## src/rtl/display_pkg.sv

```systemverilog
// display_pkg: shared state encoding and frame geometry for the display shifter
package display_pkg;
  typedef enum logic [2:0] {IDLE, ARM, LOW, HIGH, ADV, LATCH} state_t;
  localparam int SEGS_PER_DIGIT = 7;
  localparam int MAX_DIGITS = 4;
endpackage

```

## src/rtl/display_shifter_if.sv

```systemverilog
// display_shifter_if: frame request, segment-decoder handshake and shift-register chain pins
interface display_shifter_if;
  logic start;
  logic [1:0] digit_count;
  logic led_data;
  logic [3:0] dp_mask;
  logic next_led;
  logic sr_clk;
  logic sr_data;
  logic sr_latch;
  logic busy;
  logic done;
  modport master (
    output start, digit_count, led_data, dp_mask,
    input next_led, sr_clk, sr_data, sr_latch, busy, done
  );
  modport slave (
    input start, digit_count, led_data, dp_mask,
    output next_led, sr_clk, sr_data, sr_latch, busy, done
  );
endinterface

```

## src/rtl/display_sr_phase.sv

```systemverilog
// display_sr_phase: CLK_DIV-cycle phase counter flagging the first and last cycle of a phase
module display_sr_phase #(
  parameter int CLK_DIV = 4
) (
  input  logic clk,
  input  logic rst_n,
  input  logic run,
  output logic first,
  output logic last
);
  logic [7:0] cnt;
  assign first = cnt == 8'd0;
  assign last = cnt == 8'(CLK_DIV - 1);
  // count while a timed phase runs, wrapping so back-to-back phases each get CLK_DIV cycles
  always_ff @(posedge clk or negedge rst_n)
    if (!rst_n) cnt <= 8'd0;
    else cnt <= (run && !last) ? cnt + 8'd1 : 8'd0;
endmodule

```

## src/rtl/display_shifter.sv

```systemverilog
// display_shifter: serialises 7-segment digit frames into a shift-register chain; DISPLAY_SHIFTER_DP_EN adds a DP bit per digit
module display_shifter
  import display_pkg::*;
#(
  parameter int CLK_DIV = 4
) (
  input logic clk,
  input logic rst_n,
  display_shifter_if.slave bus
);
  localparam int DW = $clog2(MAX_DIGITS + 1);
  state_t state, state_nx, high_nx, adv_nx;
  logic [DW-1:0] n_dig, dig_cnt;
  logic [2:0] seg_cnt;
  logic sr_data_q, ph_run, ph_first, ph_last, seg_wrap, bit_val;
  assign ph_run = state inside {LOW, HIGH, LATCH};
  display_sr_phase #(.CLK_DIV(CLK_DIV)) u_phase (
    .clk(clk),
    .rst_n(rst_n),
    .run(ph_run),
    .first(ph_first),
    .last(ph_last)
  );
`ifdef DISPLAY_SHIFTER_DP_EN
  assign seg_wrap = seg_cnt == 3'(SEGS_PER_DIGIT);
  assign bit_val = seg_wrap ? bus.dp_mask[dig_cnt[1:0]] : bus.led_data;
  assign high_nx = !seg_wrap ? ADV : (dig_cnt + DW'(1) == n_dig) ? LATCH : LOW;
  assign adv_nx = LOW;
`else
  logic dp_unused;
  assign dp_unused = ^bus.dp_mask;
  assign seg_wrap = seg_cnt == 3'(SEGS_PER_DIGIT - 1);
  assign bit_val = bus.led_data;
  assign high_nx = ADV;
  assign adv_nx = dig_cnt == n_dig ? LATCH : LOW;
`endif
  // state register
  always_ff @(posedge clk or negedge rst_n)
    if (!rst_n) state <= IDLE;
    else state <= state_nx;
  // frame capture, bit data and segment/digit position; counters advance on the last HIGH cycle
  always_ff @(posedge clk or negedge rst_n)
    if (!rst_n) begin
      n_dig <= '0;
      dig_cnt <= '0;
      seg_cnt <= '0;
      sr_data_q <= 1'b0;
    end else begin
      if (state == IDLE && bus.start) begin
        n_dig <= bus.digit_count == 2'd0 ? DW'(1) : DW'(bus.digit_count);
        dig_cnt <= '0;
        seg_cnt <= '0;
      end
      if (state == LOW && ph_first) sr_data_q <= bit_val;
      if (state == HIGH && ph_last) begin
        seg_cnt <= seg_wrap ? 3'd0 : seg_cnt + 3'd1;
        dig_cnt <= dig_cnt + DW'(seg_wrap);
      end
    end
  // next-state decode
  always_comb begin
    state_nx = state;
    unique case (state)
      IDLE:  state_nx = bus.start ? ARM : IDLE;
      ARM:   state_nx = LOW;
      LOW:   state_nx = ph_last ? HIGH : LOW;
      HIGH:  state_nx = ph_last ? high_nx : HIGH;
      ADV:   state_nx = adv_nx;
      LATCH: state_nx = ph_last ? IDLE : LATCH;
      default: state_nx = IDLE;
    endcase
  end
  assign bus.next_led = state inside {ARM, ADV};
  assign bus.sr_clk = state == HIGH;
  assign bus.sr_data = sr_data_q;
  assign bus.sr_latch = state == LATCH;
  assign bus.busy = state != IDLE;
  assign bus.done = state == LATCH && ph_last;
endmodule

```

## src/flat_wrapper.sv

```systemverilog
// flat-port wrapper written by rule: the top's interface ports become plain ports
module display_shifter_flat import display_pkg::*;
#(
  parameter int CLK_DIV = 4
)
  (clk, rst_n, bus_start, bus_digit_count, bus_led_data, bus_dp_mask, bus_next_led, bus_sr_clk, bus_sr_data, bus_sr_latch, bus_busy, bus_done);
  display_shifter_if bus_i ();
  input logic clk;
  input logic rst_n;
  input wire logic [$bits(bus_i.start)-1:0] bus_start;
  input wire logic [$bits(bus_i.digit_count)-1:0] bus_digit_count;
  input wire logic [$bits(bus_i.led_data)-1:0] bus_led_data;
  input wire logic [$bits(bus_i.dp_mask)-1:0] bus_dp_mask;
  output wire logic [$bits(bus_i.next_led)-1:0] bus_next_led;
  output wire logic [$bits(bus_i.sr_clk)-1:0] bus_sr_clk;
  output wire logic [$bits(bus_i.sr_data)-1:0] bus_sr_data;
  output wire logic [$bits(bus_i.sr_latch)-1:0] bus_sr_latch;
  output wire logic [$bits(bus_i.busy)-1:0] bus_busy;
  output wire logic [$bits(bus_i.done)-1:0] bus_done;
  assign bus_i.start = bus_start;
  assign bus_i.digit_count = bus_digit_count;
  assign bus_i.led_data = bus_led_data;
  assign bus_i.dp_mask = bus_dp_mask;
  assign bus_next_led = bus_i.next_led;
  assign bus_sr_clk = bus_i.sr_clk;
  assign bus_sr_data = bus_i.sr_data;
  assign bus_sr_latch = bus_i.sr_latch;
  assign bus_busy = bus_i.busy;
  assign bus_done = bus_i.done;
  display_shifter #(.CLK_DIV(CLK_DIV)) u_core (.clk(clk), .rst_n(rst_n), .bus(bus_i));
endmodule
```

## config.mk

```make
export PLATFORM = sky130hd
export DESIGN_NAME = display_shifter_flat
export DESIGN_NICKNAME = d
export VERILOG_FILES = /design/src/rtl/display_pkg.sv /design/src/rtl/display_shifter_if.sv /design/src/rtl/display_sr_phase.sv /design/src/rtl/display_shifter.sv /design/src/flat_wrapper.sv
export SDC_FILE = /design/constraint.sdc
export NUM_CORES = 1
export LEC_CHECK = 0
export ABC_AREA = 1
export BUFFER_PORTS_ARGS = -buffer_cell sky130_fd_sc_hd__buf_2
export CORE_MARGIN = 2
export CORE_UTILIZATION = 35
export CTS_CLUSTER_DIAMETER = 120
export CTS_CLUSTER_SIZE = 30
export DETAILED_ROUTE_END_ITERATION = 8
export HOLD_SLACK_MARGIN = 0.05
export PLACE_DENSITY = 0.59
export RECOVER_POWER = 50
export SYNTH_ARGS = -nofsm -noshare
export SYNTH_HDL_FRONTEND = slang
export SYNTH_SLANG_ARGS = --single-unit
```

## constraint.sdc

```tcl
create_clock -name clk -period 1.3 [get_ports clk]
set_input_delay 0.13 -clock clk [delete_from_list [all_inputs] [get_ports clk]]
set_output_delay 0.13 -clock clk [all_outputs]
set_load 0.01 [all_outputs]
```

==> results.cfg, run 1 <==
[timing]
fmax_ghz = 0.683
fin_crit_sh = 1.13
fin_tns_setup_ps = -356
rsz0062_at_grt = true
fin_ws_ps = -164
hold_viol_final = 0
setup_viol = 6
relSlewSlack = 0.655
slew_violations = 0
whs_ps = 56.7
period_needed_ps = 1460
finalClockSkew_ps = 3.32
tightest_slew_ps = 517

[floorplan]
die_x_microns = 60.5
die_y_microns = 60.5
dieArea_sq_um = 3660
initial_core_util = 0.366
ioPinCount = 16
num_rows = 20
core_sq_um = 3050

[logic_synthesis]
ys_seq_area_frac = 0.448
syn_area_sq_um = 1120
syn_inst = 138
synth-edff-count = 0
synthArstFlopShare = 1.00
syn_nets = 152
synth_seq_cells = 20
ys_warn_count = 0
synth_flop_cell = dfrtp_1
ys_types = 25
syn_area_per_cell_sq_um = 8.10

[critical_path]
crit_required_ps = 1170
slowest_stage = dfrtp_2
critPathArrivalTime_ps = 1330
endpoint_kind = primary output
rrSetupSlack_ps = -70
setup.worst_path.class = reg -> out
slowest_delay_ps = 480
path_max_fanout = 3
startpoint_type = flip-flop
cp_cell_sequence = nor3_4 -> inv_1 -> nor2_2 -> buf_2

[placement]
post-dp-hpwl_microns = 1630
place_area_sq_um = 1320
io_buffers = 11
place.gp.congestion = 0.768
place_inst = 205

[route]
dr_wl_met3_microns = 32
dr_wl_met2_microns = 1320
routed_wl_microns = 2430
top_layer_used = met4
num_vias = 1017
drc = 0
drtAntennaViolNets = 0
via_per_inst = 4.54
drt-met1-wl_microns = 1060
detail_route.wl_per_cell_microns = 10.9
drtIter0Drc = 63
first_pass_iters = 4

[outcome]
failed_checks = setup timing
outcome = finished, violations left

[worst_hold_path]
hp-class = in -> reg

[cells_and_area]
antenna_cells = 0
final_area_sq_um = 1580
utilization = 0.516
drive_gt1_frac = 0.411
final_net_count = 196
final_cell_count_no_fill = 224
fill_cells = 299
syn_to_final_growth_pct = 41.0

[global_routing]
grt_overflow = 0
antenna_found_initial = 0
grt_use_total = 0.133
first_global_vias = 907
grt_max_degree = 21
grt_pass1_wl_microns = 3670

[clocking]
root_buffer = clkbuf_4
cts_tree = yes
ctsLongestPathBuffers = 2
clock-sinks = 20
clk_pin_slew_ps = 110
worst_skew_pair.late_latency_ps = 290
htreeDepth = 1
numCtsBuffers = 3

[power]
power.leakage_nw = 0.765
power_density_nw_per_um2 = 601
ir_worst_vdd_mv = 0.214

[job]
maxCapViolCount = 0
==> synthesized netlist by cell type (2+ instances only) <==
cell type / instances / area share
nand2_1: 29 / 0.097
dfrtp_1: 20 / 0.45
nor2_1: 19 / 0.064
inv_1: 15 / 0.050
nand3_1: 15 / 0.067
ha_1: 4 / 0.045
inv_2: 4 / 0.013
nand4_1: 4 / 0.022
nor3_1: 3 / 0.013
o21ai_0: 3 / 0.013
o21ai_1: 3 / 0.013
xnor2_1: 3 / 0.024
nand2_2: 2 / 0.011
nor2_4: 2 / 0.020
xor2_1: 2 / 0.016
==> placed cells by master, fill, tap and decap left out, drive strengths merged <==
master / n
nor3: 4
nand3: 15
xor2: 2
xnor2: 3
nor2: 22
nand2: 32
ha: 4
o21ai: 8
a21oi: 2
clkinv: 1
buf: 38
inv: 19
clkbuf: 4
dfrtp: 20
nand4: 4
a31o: 1
dlygate4sd3: 1
==> worst max-delay path: cells and delay by family (launching register included) <==
family,cells,cell delay (ps)
flops,1,480
simple gates,2,350
buf+inv,2,200
==> report_power, final <==
part           internal [mW]  total [mW]  switching [mW]
Clock                  0.108       0.296           0.188
Combinational        0.00909      0.0265          0.0174
Sequential             0.623       0.624        0.000787
Total                  0.740       0.947           0.206
==> cell type report <==
cell class,instances,area (sq um),share of cell area
tap,44,55.1,0.0349
timing repair buffer,40,289,0.183
inverter,20,82.6,0.0524
clock buffer,3,22.5,0.0143
sequential,20,503,0.319
multi-input combinational,97,623,0.396
==> state kept, by name, indices dropped and copies added, names as in the netlist <==
name and cells:
u_core.state 3, u_core.dig_cnt 3, u_core.bus.sr_data 1, u_core.u_phase.cnt 8
u_core.n_dig 2, u_core.seg_cnt 3
==> cells by family after synthesis <==
| kind of cell | share of synthesized area |
|---|---|
| AO/OA/AOI/OAI | 0.0694 |
| XOR/XNOR | 0.0392 |
| adder cells (fa/ha/maj) | 0.0448 |
| buffers and inverters | 0.0728 |
| flip-flops | 0.448 |
| AND/OR/NAND/NOR | 0.326 |
==> timing repair <==
action	CTS	global route
setup endpoints to repair	4	16
cloned	0	0
endpoints found under the hold margin	20	0
resized for setup	8	21
pin swaps	5	13
hold buffers	1	0
buffers inserted	7	10
==> per-layer routing <==
layer	up-vias	global-route usage
met5	-	0
met4	0	0.0559
met3	2	0.0128
met2	10	0.245
met1	479	0.155
li1	526	-
==> per-stage QoR <==
step | setup WS (ps) | power [mW]
2_1_floorplan | 49.0 | 0.639
3_3_place_gp | 41.5 | 0.660
3_5_place_dp | 36.3 | 0.661
4_1_cts | -173 | 0.955
5_1_grt | -258 | 0.985
6_report | -164 | 0.947
==> worst paths after layout <==
kind / cells after the start / startpoint / endpoint
min in group asynchronous: 2 / rst_n / u_core.u_phase.cnt[4]
min: 3 / bus_led_data / u_core.bus.sr_data
max reg2reg: 9 / u_core.u_phase.cnt[6] / u_core.state[2]
max: 4 / u_core.state[1] / bus_done
min reg2reg: 2 / u_core.bus.sr_data / u_core.bus.sr_data
max in group asynchronous: 2 / rst_n / u_core.state[0]
Note: power is estimated with default switching activity, not from simulation.
==> run 2, diff against run 1 <==
==> constraint.sdc (replaced) <==
create_clock -name clk -period 1.3 [get_ports clk]
set_input_delay 0.195 -clock clk [delete_from_list [all_inputs] [get_ports clk]]
set_output_delay 0.195 -clock clk [all_outputs]
set_load 0.01 [all_outputs]
==> run 2 against run 1 <==
Net effect: the run still ends with setup timing left; worst hold slack better by 58 ps; die area unchanged; clock power about the same; sequential share of layout area decreased by 0.18 points; first-iteration DRC count decreased by 62%; power about the same.
==> results.cfg, run 2 (synthesis results as in run 1) <==
[timing]
fmax_ghz = 0.663
setup_viol = 19
period_needed_ps = 1510
slew_violations = 0
relSlewSlack = 0.652
hold_viol_final = 0
fin_crit_sh = 1.16
rsz0062_at_grt = true
finalClockSkew_ps = 3.25
fin_ws_ps = -208
tightest_slew_ps = 522

[outcome]
failed_checks = setup timing
outcome = finished, violations left

[route]
first_pass_iters = 4
drtAntennaViolNets = 0
drtIter0Drc = 24
routed_wl_microns = 2570
drc = 0
detail_route.wl_per_cell_microns = 11.2
num_vias = 1059
via_per_inst = 4.60

[critical_path]
endpoint_kind = primary output
startpoint_type = flip-flop
r2r-start = u_core.state[0]
r2r-end = u_core.state[0]
rrSetupSlack_ps = -60
reg2regPathDepth = 8
path_max_fanout = 2
setup.worst_path.class = reg -> out
crit_required_ps = 1110
critPathArrivalTime_ps = 1310

[power]
p_total_mw = 0.946
power.leakage_nw = 0.791
power_density_nw_per_um2 = 599
ir_worst_vdd_mv = 0.234

[clocking]
root_buffer = clkbuf_4
numCtsBuffers = 3
ctsLongestPathBuffers = 2
worst_skew_pair.late_latency_ps = 300
htreeDepth = 1
cts_tree = yes
clk_pin_slew_ps = 110
clock-sinks = 20

[cells_and_area]
drive_gt1_frac = 0.387
antenna_cells = 0
final_net_count = 202
fill_cells = 294
final_cell_count_no_fill = 230
top_register = u_core.u_phase.cnt
largest_reg_flops = 8
layout_common_cells = buf_4, nand2_1, dfrtp_1
layout_commonest_cell = buf_4
syn_to_final_growth_pct = 41.4

[placement]
io_buffers = 11
place_inst = 206
place.gp.congestion = 0.757
post-dp-hpwl_microns = 1630

[worst_hold_path]
whs_endpoint = u_core.bus.sr_data
hp-class = in -> reg
whs_path_depth = 3
hold_start = bus_led_data

[floorplan]
dieArea_sq_um = 3660
die_x_microns = 60.5
initial_core_util = 0.366
num_rows = 20
ioPinCount = 16
die_y_microns = 60.5
core_sq_um = 3050

[global_routing]
grt_use_total = 0.150
grt_overflow = 0
grt_pass1_wl_microns = 3980
antenna_found_initial = 0
grt_max_degree = 21
first_global_vias = 1018

[job]
maxCapViolCount = 0
[run 2: changes by cell type in the layout (fill, tap and decap cells not counted), moves of 2 or more]
cell / previous run / this run
buf_4: 26 / 31
nor2_4: 5 / 2
nand3_1: 12 / 14
nor2_1: 14 / 16
[run 2: area by class of cell]
type,count,area [sq um],share of cell area
Tap cell,44,55.1,0.0348
Multi-Input combinational cell,98,592,0.375
Timing Repair Buffer,45,327,0.207
Inverter,20,82.6,0.0523
Sequential cell,20,502,0.317
Clock buffer,3,22.5,0.0143
[run 2: what timing repair did]
item                                    4_1_cts  5_1_grt
resized for setup                             8        8
setup buffers                                14        8
pin swaps                                     5       14
cloned                                        0        1
hold buffers                                  1        0
endpoints found under the hold margin        20        0
endpoints found under the setup margin        5       25
[run 2: routing by layer]
metal | part of all wire | wire length [microns] | track usage | vias to the layer above
met5 | 0 | 0 | 0 | -
met2 | 0.53 | 1360 | 0.298 | 11
met3 | 0.018 | 46 | 0.0192 | 5
met4 | 0.022 | 56 | 0.0839 | 0
met1 | 0.43 | 1100 | 0.148 | 506
li1 | - | - | - | 537
[run 2: worst max-delay path: stages (launching register included)]
cell     delay (ps)
dfrtp_1         380
ha_2            200
nand2_2          70
nor2_4          120
inv_2            50
nor2_2           70
buf_2           130
[run 2: report_power, final]
part           internal (mW)  switching (mW)  leakage [nW]
registers              0.623        0.000759         0.237
clock network          0.108           0.187        0.0138
logic                0.00906          0.0172         0.540
total                  0.741           0.205         0.791
[run 2: worst max-delay path by stage]
stage                     cells after the start             startpoint               endpoint
after floorplan                               5  u_core.u_phase.cnt[0]               bus_done
after global placement                        6  u_core.u_phase.cnt[0]               bus_done
after detailed placement                      5  u_core.u_phase.cnt[0]  u_core.u_phase.cnt[6]
after CTS                                     6  u_core.u_phase.cnt[5]               bus_done
after global routing                          5        u_core.state[0]               bus_done
final                                         6  u_core.u_phase.cnt[1]               bus_done
[run 2: through the flow]
| step | cell area (sq um) | hold slack [ps] | util | setup TNS [ps] | worst slack (ps) |
|---|---|---|---|---|---|
| floorplan | 1120 | -101 | - | 0 | 22.0 |
| global placement | 1340 | 167 | 0.440 | 0 | 54.8 |
| detailed placement | 1340 | 178 | 0.440 | 0 | 49.7 |
| CTS | 1520 | 108 | 0.497 | -1060 | -226 |
| global route | 1580 | 130 | 0.518 | -2640 | -279 |
| finish | 1580 | 115 | 0.518 | -1160 | -208 |
==> run 3, diff against run 2 <==
- CORE_UTILIZATION: 35 -> 55
- PLACE_DENSITY: 0.59 -> 0.83
==> run 3 against run 2 <==
Net effect: clock skew is 18 ps higher; register-to-register slack worse by 220 ps; maximum frequency is 6.1% lower; critical path depth stayed put; combinational power is 17% higher; clock-buffer cell count stayed put; the flow still finishes with violations (setup timing); sequential share of layout area is 5.1 points lower; critical path type unchanged; global-route usage is 19 points higher.
==> results.cfg, run 3 (synthesis results as in run 1) <==
[outcome]
outcome = finished, violations left
failed_checks = setup timing

[cells_and_area]
layout_common_cells = buf_4, nand2_1, buf_6
layout_commonest_cell = buf_4
utilization = 0.974
largest_reg_flops = 8
antenna_cells = 0
fill_cells = 29
syn_to_final_growth_pct = 69.2
top_register = u_core.u_phase.cnt
final_net_count = 208
final_area_sq_um = 1890
drive_gt1_frac = 0.575

[critical_path]
crit_required_ps = 1110
slowest_delay_ps = 460
slowest_stage = dfrtp_1
cp_cell_sequence = ha_4 -> nand2_4 -> nor2_4 -> inv_2 -> nor2_2 -> buf_2
startpoint_type = flip-flop
path_max_fanout = 2
r2r-start = u_core.state[1]
endpoint_kind = primary output
reg2regPathDepth = 9
critPathArrivalTime_ps = 1410
r2r-end = u_core.state[0]
setup.worst_path.class = reg -> out
rrSetupSlack_ps = -280

[worst_hold_path]
hold_start = bus_led_data
whs_path_depth = 3
whs_endpoint = u_core.bus.sr_data
hp-class = in -> reg

[floorplan]
die_x_microns = 49.1
core_sq_um = 1940
num_rows = 16
dieArea_sq_um = 2410
initial_core_util = 0.575
ioPinCount = 16
die_y_microns = 49.1

[timing]
hold_viol_final = 0
fmax_ghz = 0.623
whs_ps = 161
finalClockSkew_ps = 21.0
setup_viol = 25
rsz0062_at_grt = true
fin_crit_sh = 1.23
period_needed_ps = 1610
slew_violations = 0
fin_ws_ps = -305
tightest_slew_ps = 542
relSlewSlack = 0.639

[clocking]
clk_pin_slew_ps = 140
root_buffer = clkbuf_4
htreeDepth = 1
cts_tree = yes
worst_skew_pair.late_latency_ps = 330
ctsLongestPathBuffers = 2
clock-sinks = 20
numCtsBuffers = 3

[power]
power.leakage_nw = 0.901
power_density_nw_per_um2 = 631
ir_worst_vdd_mv = 1.10

[global_routing]
top_usage_layer = met2
grt_max_degree = 21
use_met3 = 0.0552
antenna_found_initial = 0
grt_util_met2 = 0.590
met1_usage = 0.406
grt_use_total = 0.336
first_global_vias = 1207
grt_overflow = 0
grt_pass1_wl_microns = 6000

[placement]
post-dp-hpwl_microns = 1720
io_buffers = 11
place.gp.congestion = 0.805
place_area_sq_um = 1290
place_ws_ps = 21.2

[route]
detail_route.wl_per_cell_microns = 24.8
drtAntennaViolNets = 0
via_per_inst = 6.52
drc = 0
num_vias = 1434
drtIter0Drc = 116
routed_wl_microns = 5460
first_pass_iters = 5

[job]
maxCapViolCount = 0
[run 3: cell count changes in the layout (fill, tap and decap cells not counted), sizes merged]
cell    change
bufinv      +1
nand2       -1
buf         +7
[run 3: metal layers]
layer	vias to the layer above	part of all wire
li1	549	-
met1	658	0.33
met2	170	0.46
met3	57	0.12
met4	0	0.085
met5	-	0
[run 3: where the power goes]
part / switching [mW] / total [mW] / internal (mW)
combinational: 0.0217 / 0.0308 / 0.00907
sequential: 0.00174 / 0.625 / 0.624
clock: 0.223 / 0.536 / 0.312
total: 0.247 / 1.19 / 0.945
[run 3: worst max-delay path by stage]
stage / start / to / slack, ps / depth (start not counted)
floorplan: u_core.u_phase.cnt[0] / bus_done / 20 / 5
global placement: u_core.u_phase.cnt[1] / bus_done / 60 / 6
detailed placement: u_core.u_phase.cnt[1] / u_core.seg_cnt[1] / 20 / 7
CTS: u_core.u_phase.cnt[6] / bus_done / -240 / 6
global route: u_core.u_phase.cnt[4] / bus_done / -350 / 6
finish: u_core.u_phase.cnt[0] / bus_done / -310 / 6
[run 3: metrics by stage]
| step | TNS [ps] | instances | total power, mW |
|---|---|---|---|
| 6_report | -4960 | 220 | 1.19 |
| 5_1_grt | -5650 | 220 | 1.21 |
| 4_1_cts | -819 | 206 | 1.18 |
| 3_5_place_dp | 0 | 185 | 0.660 |
| 3_3_place_gp | 0 | 185 | 0.660 |
| 2_1_floorplan | 0 | 138 | 0.639 |
[run 3: layout make-up]
type | count | area (sq um) | share of cell area
Clock inverter | 1 | 30.0 | 0.0159
Clock buffer | 3 | 22.5 | 0.0119
Tap cell | 27 | 33.8 | 0.0179
Sequential cell | 20 | 503 | 0.266
Timing Repair Buffer | 52 | 460 | 0.244
Multi-Input combinational cell | 97 | 748 | 0.396
Inverter | 20 | 92.6 | 0.0490
[run 3: what timing repair did]
item / CTS / global route
buffers inserted: 17 / 19
setup endpoints to repair: 15 / 25
endpoints found under the hold margin: 20 / 0
cloned: 0 / 1
hold buffers: 1 / 0
gates resized for setup: 21 / 61
pin swaps: 13 / 26
[run 3: critical path: cells and delay by family (launching register included)]
family / cells / cell delay (ps)
simple gates: 3 / 240
fa+ha+maj: 1 / 190
flops: 1 / 460
buf+inv: 2 / 180
